--- src/rtl/muldiv_sequencer_if.sv ---
`default_nettype none
// ============================================================================
// Module   : muldiv_sequencer_if
// Purpose  : Request/result bundle between the control unit and the
//            multi-cycle signed multiply/divide sequencer.
// Signals  : start    - request pulse (sampled only while sequencer is idle)
//            op       - 0 = signed MULT, 1 = signed DIV
//            a, b     - operands rs / rt (32 bits each)
//            busy     - operation in progress
//            done     - one-cycle completion pulse, hi/lo valid from here
//            div_zero - one-cycle pulse, DIV with b == 0
//            hi, lo   - HI/LO result registers
// Modports : master (control unit side), slave (sequencer side)
// Revision : 1.0  initial release
// ============================================================================
interface muldiv_sequencer_if;
    logic        start;
    logic        op;
    logic [31:0] a;
    logic [31:0] b;
    logic        busy;
    logic        done;
    logic        div_zero;
    logic [31:0] hi;
    logic [31:0] lo;

    modport master (
        output start, op, a, b,
        input  busy, done, div_zero, hi, lo
    );

    modport slave (
        input  start, op, a, b,
        output busy, done, div_zero, hi, lo
    );
endinterface
`default_nettype wire

--- src/rtl/muldiv_sequencer.sv ---
`default_nettype none
// ============================================================================
// Module   : muldiv_sequencer
// Purpose  : Multi-cycle signed 32x32 multiply (shift-add) and signed
//            32/32 divide (restoring) producing HI/LO results.
//            Timing from the capture edge N: iterations on N+1..N+32,
//            sign fix-up and HI/LO load on N+33, done high the cycle after.
//            DIV by zero skips straight to DONE with div_zero, HI/LO kept.
// Ports    : clk   - system clock, rising edge
//            reset - synchronous active-high reset
//            bus   - muldiv_sequencer_if.slave (start/op/a/b in,
//                    busy/done/div_zero/hi/lo out)
// Revision : 1.0  initial release
// ============================================================================
module muldiv_sequencer (
    input  wire logic               clk,
    input  wire logic               reset,
    muldiv_sequencer_if.slave       bus
);

    typedef enum logic [1:0] {
        IDLE = 2'd0,
        CALC = 2'd1,
        FIX  = 2'd2,
        DONE = 2'd3
    } state_t;

    localparam logic [5:0] C_LAST_ITER = 6'd31;

    state_t      r_state;
    state_t      w_state_next;

    logic        r_op;        // 0 = MULT, 1 = DIV
    logic        r_neg_res;   // product / quotient must be negated
    logic        r_neg_rem;   // remainder must be negated (dividend < 0)
    logic        r_dz;        // current DONE visit is a divide-by-zero
    logic [31:0] r_operand;   // |a| for MULT (multiplicand), |b| for DIV (divisor)
    logic [63:0] r_acc;       // MULT: product accumulator; DIV: [31:0] dividend->quotient
    logic [31:0] r_rem;       // DIV partial remainder (always < divisor)
    logic [5:0]  r_count;
    logic [31:0] r_hi;
    logic [31:0] r_lo;

    // ------------------------------------------------------------------
    // Operand magnitudes. 0x80000000 maps to itself, which is the correct
    // unsigned magnitude 2^31.
    // ------------------------------------------------------------------
    logic [31:0] w_mag_a;
    logic [31:0] w_mag_b;
    assign w_mag_a = bus.a[31] ? (32'd0 - bus.a) : bus.a;
    assign w_mag_b = bus.b[31] ? (32'd0 - bus.b) : bus.b;

    // ------------------------------------------------------------------
    // Shift-add multiply step: multiplier sits in acc[31:0] and is
    // consumed LSB first; the 33-bit sum keeps the carry that is shifted
    // back into the top of the accumulator.
    // ------------------------------------------------------------------
    logic [32:0] w_mul_sum;
    logic [63:0] w_mul_next;
    assign w_mul_sum  = {1'b0, r_acc[63:32]} + (r_acc[0] ? {1'b0, r_operand} : 33'd0);
    assign w_mul_next = {w_mul_sum, r_acc[31:1]};

    // ------------------------------------------------------------------
    // Restoring divide step on a 33-bit working remainder. Because the
    // stored remainder is below the divisor, the shifted value is below
    // 2*divisor, so bit 32 of the trial difference is a clean borrow flag.
    // ------------------------------------------------------------------
    logic [32:0] w_rem_shift;
    logic [32:0] w_trial;
    logic        w_fits;
    logic [31:0] w_div_rem;
    logic [31:0] w_div_quot;
    assign w_rem_shift = {r_rem, r_acc[31]};
    assign w_trial     = w_rem_shift - {1'b0, r_operand};
    assign w_fits      = ~w_trial[32];
    assign w_div_rem   = w_fits ? w_trial[31:0] : w_rem_shift[31:0];
    assign w_div_quot  = {r_acc[30:0], w_fits};

    // ------------------------------------------------------------------
    // Sign correction applied on the FIX edge.
    // ------------------------------------------------------------------
    logic [63:0] w_prod_fix;
    logic [31:0] w_quot_fix;
    logic [31:0] w_rem_fix;
    logic [31:0] w_hi_fix;
    logic [31:0] w_lo_fix;
    assign w_prod_fix = r_neg_res ? (64'd0 - r_acc) : r_acc;
    assign w_quot_fix = r_neg_res ? (32'd0 - r_acc[31:0]) : r_acc[31:0];
    assign w_rem_fix  = r_neg_rem ? (32'd0 - r_rem) : r_rem;
    assign w_hi_fix   = r_op ? w_rem_fix  : w_prod_fix[63:32];
    assign w_lo_fix   = r_op ? w_quot_fix : w_prod_fix[31:0];

    // ------------------------------------------------------------------
    // FSM: state register
    // ------------------------------------------------------------------
    always_ff @(posedge clk) begin
        if (reset) begin
            r_state <= IDLE;
        end else begin
            r_state <= w_state_next;
        end
    end

    // ------------------------------------------------------------------
    // FSM: next-state logic
    // ------------------------------------------------------------------
    always_comb begin
        w_state_next = r_state;
        case (r_state)
            IDLE: begin
                if (bus.start) begin
                    w_state_next = (bus.op && (bus.b == 32'd0)) ? DONE : CALC;
                end
            end
            CALC: begin
                if (r_count == C_LAST_ITER) begin
                    w_state_next = FIX;
                end
            end
            FIX:     w_state_next = DONE;
            DONE:    w_state_next = IDLE;
            default: w_state_next = IDLE;
        endcase
    end

    // ------------------------------------------------------------------
    // Datapath
    // ------------------------------------------------------------------
    always_ff @(posedge clk) begin
        if (reset) begin
            r_op      <= 1'b0;
            r_neg_res <= 1'b0;
            r_neg_rem <= 1'b0;
            r_dz      <= 1'b0;
            r_operand <= 32'd0;
            r_acc     <= 64'd0;
            r_rem     <= 32'd0;
            r_count   <= 6'd0;
            r_hi      <= 32'd0;
            r_lo      <= 32'd0;
        end else begin
            case (r_state)
                IDLE: begin
                    if (bus.start) begin
                        r_op      <= bus.op;
                        r_dz      <= bus.op && (bus.b == 32'd0);
                        r_neg_res <= bus.a[31] ^ bus.b[31];
                        r_neg_rem <= bus.a[31];
                        r_count   <= 6'd0;
                        r_rem     <= 32'd0;
                        if (bus.op) begin
                            r_operand <= w_mag_b;
                            r_acc     <= {32'd0, w_mag_a};
                        end else begin
                            r_operand <= w_mag_a;
                            r_acc     <= {32'd0, w_mag_b};
                        end
                    end
                end
                CALC: begin
                    r_count <= r_count + 6'd1;
                    if (r_op) begin
                        r_rem <= w_div_rem;
                        r_acc <= {32'd0, w_div_quot};
                    end else begin
                        r_acc <= w_mul_next;
                    end
                end
                FIX: begin
                    r_hi <= w_hi_fix;
                    r_lo <= w_lo_fix;
                end
                default: ;
            endcase
        end
    end

    // ------------------------------------------------------------------
    // Outputs
    // ------------------------------------------------------------------
    assign bus.busy     = (r_state != IDLE);
    assign bus.done     = (r_state == DONE);
    assign bus.div_zero = (r_state == DONE) && r_dz;
    assign bus.hi       = r_hi;
    assign bus.lo       = r_lo;

endmodule
`default_nettype wire

--- src/flat_wrapper.sv ---
// flat-port wrapper written by rule: the top's interface ports become plain ports
module muldiv_sequencer_flat 
  (clk, reset, bus_start, bus_op, bus_a, bus_b, bus_busy, bus_done, bus_div_zero, bus_hi, bus_lo);
  muldiv_sequencer_if bus_i ();
  input  wire logic clk;
  input  wire logic reset;
  input wire logic [$bits(bus_i.start)-1:0] bus_start;
  input wire logic [$bits(bus_i.op)-1:0] bus_op;
  input wire logic [$bits(bus_i.a)-1:0] bus_a;
  input wire logic [$bits(bus_i.b)-1:0] bus_b;
  output wire logic [$bits(bus_i.busy)-1:0] bus_busy;
  output wire logic [$bits(bus_i.done)-1:0] bus_done;
  output wire logic [$bits(bus_i.div_zero)-1:0] bus_div_zero;
  output wire logic [$bits(bus_i.hi)-1:0] bus_hi;
  output wire logic [$bits(bus_i.lo)-1:0] bus_lo;
  assign bus_i.start = bus_start;
  assign bus_i.op = bus_op;
  assign bus_i.a = bus_a;
  assign bus_i.b = bus_b;
  assign bus_busy = bus_i.busy;
  assign bus_done = bus_i.done;
  assign bus_div_zero = bus_i.div_zero;
  assign bus_hi = bus_i.hi;
  assign bus_lo = bus_i.lo;
  muldiv_sequencer u_core (.clk(clk), .reset(reset), .bus(bus_i));
endmodule
--- config.mk ---
export PLATFORM = sky130hd
export DESIGN_NAME = muldiv_sequencer_flat
export DESIGN_NICKNAME = d
export VERILOG_FILES = /design/src/rtl/muldiv_sequencer_if.sv /design/src/rtl/muldiv_sequencer.sv /design/src/flat_wrapper.sv
export SDC_FILE = /design/constraint.sdc
export NUM_CORES = 1
export LEC_CHECK = 0
export ABC_AREA = 0
export ABC_CLOCK_PERIOD_IN_PS = 5600
export CORE_ASPECT_RATIO = 1.75
export CORE_UTILIZATION = 45
export CTS_BUF_LIST = sky130_fd_sc_hd__clkbuf_8
export DETAILED_ROUTE_END_ITERATION = 8
export HOLD_SLACK_MARGIN = 0.15
export PLACE_DENSITY = 0.62
export SYNTH_ARGS = -nofsm -noshare
export SYNTH_HDL_FRONTEND = slang
export SYNTH_SLANG_ARGS = --single-unit
--- constraint.sdc ---
create_clock -name clk -period 5.6 [get_ports clk]
set_input_delay 1.12 -clock clk [delete_from_list [all_inputs] [get_ports clk]]
set_output_delay 1.12 -clock clk [all_outputs]
set_load 0.02 [all_outputs]
Yosys cells after proc, flatten, opt, wreduce, memory -nomap -nowiden
Index checks and enable logic that the tools add are counted.
{"block": "totals", "ff_bits": 204, "word_cells": 61}
{"block": "classes", "reduce_logical": 10, "n_mux": 23, "addsub": 8, "bitwise_logic": 2, "n_eq_ne": 7}
{"op": "two-way mux 32 bit", "count": 12}
{"op": "two-way mux 64 bit", "count": 3}
{"op": "case mux 64 bit (2 select lines)", "count": 1}
{"op": "subtractor 1 x 32 -> 32 bit, first input constant", "count": 4}
{"op": "case mux 32 bit (2 select lines)", "count": 1}
{"op": "subtractor 1 x 64 -> 64 bit, first input constant", "count": 1}
{"op": "adder 32 x 33 -> 33 bit", "count": 1}
{"op": "subtractor 33 x 32 -> 33 bit", "count": 1}
{"op": "zero test 32 bit", "count": 1}
{"op": "case mux 6 bit (2 select lines)", "count": 1}
{"op": "case mux 2 bit (4 select lines)", "count": 1}
{"op": "adder 6 x 1 -> 6 bit, second input constant", "count": 1}
{"op": "== test 6 x 5 -> 1 bit, second input constant", "count": 1}
{"op": "two-way mux 2 bit", "count": 3}
{"op": "two-way mux 6 bit", "count": 1}
{"op": "AND reduction 2 bit", "count": 3}
{"op": "== test 2 bit, second input constant", "count": 2}
{"op": "!= test 2 x 1 -> 1 bit, second input constant", "count": 2}
{"op": "nonzero test 2 bit", "count": 2}
{"op": "AND reduction 3 bit", "count": 1}
{"op": "== test 2 x 1 -> 1 bit, second input constant", "count": 1}
{"op": "logical AND 1 bit", "count": 2}
{"op": "zero test 2 bit", "count": 1}
{"op": "!= test 2 bit, second input constant", "count": 1}
{"op": "2 further kinds", "count": 2}

Depth between registers and ports, before layout
{"block": "depth", "word_depth": 5, "ltp_mapped": 16, "depth_no_buf": 14}

Least setup slack after synthesis
OpenSTA, ideal clock, no wires.
{"block": "synth_timing", "path_kind": "input to register", "start": "in bus_b[17]", "end": "reg u_core.r_acc[27]", "t_arrival_ns": 3.661, "setup_time_ns": 0.065, "path_slack_ns": 1.874, "required_time_ns": 5.535, "cell_stages": 10, "n_path_buf": 0, "cell_sequence": "or4_1 -> nor4_1 -> or3b_2 -> or3_1 -> o41ai_1 -> xnor2_1 -> mux2i_1 -> o21ai_0 -> o21ai_0 -> nor2_1"}
{"block": "synth_via", "elab_chain_cells": 5}
{"element": "start: declaration", "line": "flat_wrapper.sv:10", "source": "input wire logic [$bits(bus_i.b)-1:0] bus_b;"}
{"element": "subtractor 1 x 32 -> 32 bit", "line": "muldiv_sequencer.sv:51", "source": "assign w_mag_b = bus.b[31] ? (32'd0 - bus.b) : bus.b;"}
{"element": "two-way mux 32 bit", "line": "muldiv_sequencer.sv:51"}
{"element": "two-way mux 32 bit", "line": "muldiv_sequencer.sv:151", "source": "if (bus.op) begin"}
{"element": "two-way mux 64 bit", "line": "muldiv_sequencer.sv:144", "source": "if (bus.start) begin"}
{"element": "case mux 64 bit (2 select lines)", "line": "muldiv_sequencer.sv:142", "source": "case (r_state)"}
{"element": "end signal: assignment", "line": "muldiv_sequencer.sv:153", "source": "r_acc <= {32'd0, w_mag_a};"}
{"element": "end signal: assignment", "line": "muldiv_sequencer.sv:156", "source": "r_acc <= {32'd0, w_mag_b};"}
{"element": "end signal: assignment", "line": "muldiv_sequencer.sv:164", "source": "r_acc <= {32'd0, w_div_quot};"}
{"element": "end: declaration", "line": "muldiv_sequencer.sv:38", "source": "logic [63:0] r_acc;"}
No other way between the ends. The select of a mux whose other input is x is not followed.
A chain may end at the register's enable or synchronous reset.

Final worst setup path
{"block": "layout_timing", "start": "reg u_core.r_acc[31]", "end": "reg u_core.r_rem[27]"}
{"block": "layout_via", "elab_chain_cells": 4}
{"element": "subtractor 33 x 32 -> 33 bit", "line": "muldiv_sequencer.sv:74", "source": "assign w_trial = w_rem_shift - {1'b0, r_operand};"}
{"element": "two-way mux 32 bit", "line": "muldiv_sequencer.sv:76", "source": "assign w_div_rem = w_fits ? w_trial[31:0] : w_rem_shift[31:0];"}
{"element": "two-way mux 32 bit", "line": "muldiv_sequencer.sv:162", "source": "if (r_op) begin"}
{"element": "case mux 32 bit (2 select lines)", "line": "muldiv_sequencer.sv:142"}
{"element": "end signal: assignment", "line": "muldiv_sequencer.sv:163", "source": "r_rem <= w_div_rem;"}
{"element": "end: declaration", "line": "muldiv_sequencer.sv:39", "source": "logic [31:0] r_rem;"}
No other way between the ends. The select of a mux whose other input is x is not followed.

==> metrics <==
outcome=finished clean; reg-to-reg critical path endpoint=u_core.r_rem[27]; wire length of the first global-routing pass=83600 µm; area added between synthesis and finish=14.4%; total number of yosys warnings=0; sort of element at the start of the critical path=register; number of buffers on the longest clock path=3; residual DRC count=0; clock transition at the registers of the reported paths=0.07 ns; synthesized net count=2211; count of H-tree levels built during CTS=2; sequential share of the synthesized area=26.1%; number of violations of the max-capacitance limit=0; Antenna Violating Nets Remaining=0; number of diodes=0; pin count of the biggest net entering global routing=96; register bit total from synthesis=204; core region area=0.0340 mm²; number of nets in the layout=2259; final-report max-slew violation count=0; routability congestion estimate from global placement=0.930; CP Class=register to register; Slowest-stage cell, CP=sky130_fd_sc_hd__and2_0; TritonCTS Buffers=35; Buffers on Ports=134; final period utilization=76.2%; Worst Min Path Start=u_core.bus.hi[28]; Overflow after GRT=0; r2r setup slk=1.33 ns; DPL Wire Length=42000 µm; dpl cell area=0.0171 mm²; total global routing track utilization=30.7%; Area contributors post-synth=sky130_fd_sc_hd__dfxtp_1 26%, sky130_fd_sc_hd__nand2_1 6.0%, sky130_fd_sc_hd__xor2_1 5.9%; worst hold path cell count=2; R2R Path Start=u_core.r_acc[31]; clock tree from TritonCTS=yes; shortest clock period the worst path allows after layout=4.27 ns; Worst Hold Slack=0.434 ns; arrival time at the worst endpoint=4.66 ns; final design area excluding fillers=0.0179 mm²; final setup TNS=0 ns; number of endpoints failing setup at the final stage=0; antenna violations before repair=0; average cell area after synthesis=7.55 µm²; end of the worst hold path=u_core.bus.hi[28]; Layout Utilization=52.6%; sequence of cells on the critical path=inv_1 -> ha_1 -> fa_1 -> nand2b_1 -> a21o_1 -> a31oi_1 -> o21ai_1 -> o221a_2 -> o21ai_1 -> buf_4 -> a2111o_1 -> a21o_1 -> and2_0 -> buf_4 -> o221ai_1; endpoint class of the critical path=register; CP required=5.99 ns; share of flip-flops with an asynchronous set or reset after synthesis=0%; reported leakage power=7.00 nW; highest clock rate=0.234 GHz; Die Area=0.0355 mm²; number of vias after detailed routing=15521; post-detailed-route wirelength per cell=21.1 µm; vias in the first global route=15030; die extent in y=248 µm; Cells after Synth=2068; starting density of the core=46.0%; actual slew at the worst max-slew pin=1.20 ns; Top-Level Pins=135; Max FO, Critical Path=24; first drt pass iteration count=5; Filler cells=3404; Placement Rows=89; horizontal die dimension=143 µm; Hold Fails Final Rpt=0; Power, Total=6.80 mW; Post-synth top flop=sky130_fd_sc_hd__dfxtp_1; number of buffers added for setup after CTS=0; Clock Sink Count=204; type of the most critical hold path=register to register; total power divided by cell area=380 mW/mm²; depth of the worst register-to-register path=15; clock latency of the later-clocked register in the worst-skew pair=0.58 ns; synth unique cells=72; leading area contributor after synthesis=sky130_fd_sc_hd__dfxtp_1; highest ir drop seen on vdd=261 µV; area share of the leading cell type in the synthesized netlist=26.1%; Post-Route Skew=0.0434 ns; drt first-iter violations=916; RSZ-0062 raised after global routing=false; total of hold buffers inserted after clock tree synthesis=0; fraction of layout instances using a drive strength above 1=5.94%; total wire length=54700 µm; Post-CTS Resized=0; combined area of all synthesized cells=0.0156 mm²; via count normalized by instance count=5.98; Slew headroom=19.9%; Critical Path Max Stage Delay=0.51 ns; root buffer cell=sky130_fd_sc_hd__clkbuf_8; count of flip-flops with a built-in enable after synthesis=0
## critical path, delay by kind of cell, from the launching register on
kind	cells	cell delay (ns)
compound gates	8	1.55
flops	1	0.40
simple gates	2	0.70
fa+ha+maj	2	0.67
buf+inv	3	0.75
## cells by family after synthesis
kind of cell	count (synthesis)	share of synthesized area, %
muxes	63	4.25
xor gates and xnor gates	202	11.3
buffers and inverters	200	4.97
DFF	204	26.1
AOI/OAI and AO/OA	615	26.3
adders and majority gates	75	6.10
and+or+nand+nor	709	20.9
## layout make-up
type | count | area [µm²] | area share (%)
flip-flops and latches | 204 | 4090 | 22.9
multi-input cells | 1664 | 10800 | 60.4
repair buffers | 153 | 1480 | 8.26
well taps | 455 | 569 | 3.19
clock inverters | 17 | 135 | 0.756
inverters | 58 | 218 | 1.22
clock buffers | 43 | 592 | 3.31
## how the worst max path moves through the flow
stage                            to  depth (start not counted)  slack, ns              from
6_report           u_core.r_rem[27]                         15       1.33  u_core.r_acc[31]
3_5_place_dp   u_core.r_operand[26]                         11       1.07         bus_b[16]
4_1_cts            u_core.r_rem[27]                         15       1.41  u_core.r_acc[31]
5_1_grt            u_core.r_rem[26]                         15       1.21  u_core.r_acc[31]
3_3_place_gp       u_core.r_acc[27]                         11       1.14          bus_b[0]
2_1_floorplan      u_core.r_acc[27]                         10       1.87         bus_b[17]
## flip-flops by register name, summed over array words and instances, names as in the netlist
name and count:
u_core.r_operand 32, u_core.bus.hi 32, u_core.r_rem 32, u_core.r_count 6, u_core.r_acc 64, u_core.r_neg_rem 1, u_core.r_neg_res 1, u_core.bus.lo 32
u_core.r_op 1, u_core.r_state 2, u_core.r_dz 1
## power by group
part,switching [mW],internal [mW]
sequential,0.416,1.73
clock,0.655,0.791
combinational,1.99,1.21
total,3.06,3.73
## layer usage
metal  routed length [µm]  track usage [%]  vias to the layer above
li1                     -                -                     7582
met1                19400             30.0                     7370
met2                28400             56.5                      410
met3                 1810             3.56                      159
met4                 5060             26.0                        0
met5                    0                0                        -
## Yosys cell counts (all sizes together), types with 45 or more instances
library cell	instances
a211oi	83
a21oi	123
clkbuf	121
dfxtp	204
ha	73
inv	58
nand2	249
nor2	223
o21ai	147
o31ai	45
xnor2	96
xor2	106
## cells in the final DEF (no fill, tap or decap), types with 8 or more instances in the layout
| cell | n |
|---|---|
| sky130_fd_sc_hd__nor4_1 | 15 |
| sky130_fd_sc_hd__a21oi_1 | 121 |
| sky130_fd_sc_hd__inv_1 | 69 |
| sky130_fd_sc_hd__a21o_1 | 33 |
| sky130_fd_sc_hd__clkbuf_8 | 43 |
| sky130_fd_sc_hd__or4_1 | 23 |
| sky130_fd_sc_hd__mux2i_1 | 37 |
| sky130_fd_sc_hd__a22oi_1 | 13 |
| sky130_fd_sc_hd__xnor2_1 | 96 |
| sky130_fd_sc_hd__nand2_1 | 249 |
| sky130_fd_sc_hd__nor3_1 | 37 |
| sky130_fd_sc_hd__clkdlybuf4s50_1 | 132 |
| sky130_fd_sc_hd__o31ai_1 | 45 |
| sky130_fd_sc_hd__o41ai_1 | 22 |
| sky130_fd_sc_hd__buf_4 | 20 |
| sky130_fd_sc_hd__or2_2 | 11 |
| sky130_fd_sc_hd__or3_1 | 24 |
| sky130_fd_sc_hd__a211oi_1 | 83 |
| sky130_fd_sc_hd__nor2b_1 | 18 |
| sky130_fd_sc_hd__nand3_1 | 30 |
| sky130_fd_sc_hd__o211ai_1 | 32 |
| sky130_fd_sc_hd__a221o_1 | 24 |
| sky130_fd_sc_hd__a31oi_1 | 10 |
| sky130_fd_sc_hd__dfxtp_1 | 202 |
| sky130_fd_sc_hd__nand2b_1 | 24 |
| sky130_fd_sc_hd__ha_1 | 71 |
| sky130_fd_sc_hd__xor2_1 | 106 |
| sky130_fd_sc_hd__nor2_1 | 223 |
| sky130_fd_sc_hd__mux2_2 | 26 |
| sky130_fd_sc_hd__nand4_1 | 20 |
| sky130_fd_sc_hd__a22o_1 | 18 |
| sky130_fd_sc_hd__o21ai_0 | 142 |
| sky130_fd_sc_hd__and2_1 | 8 |
## through the flow
stage / setup slack, ns / instances
6_report: 1.33 / 2594
3_5_place_dp: 1.07 / 2534
4_1_cts: 1.41 / 2594
2_1_floorplan: 1.87 / 2068
3_3_place_gp: 1.14 / 2534
5_1_grt: 1.21 / 2594
Power figures use the tool's default switching activity.
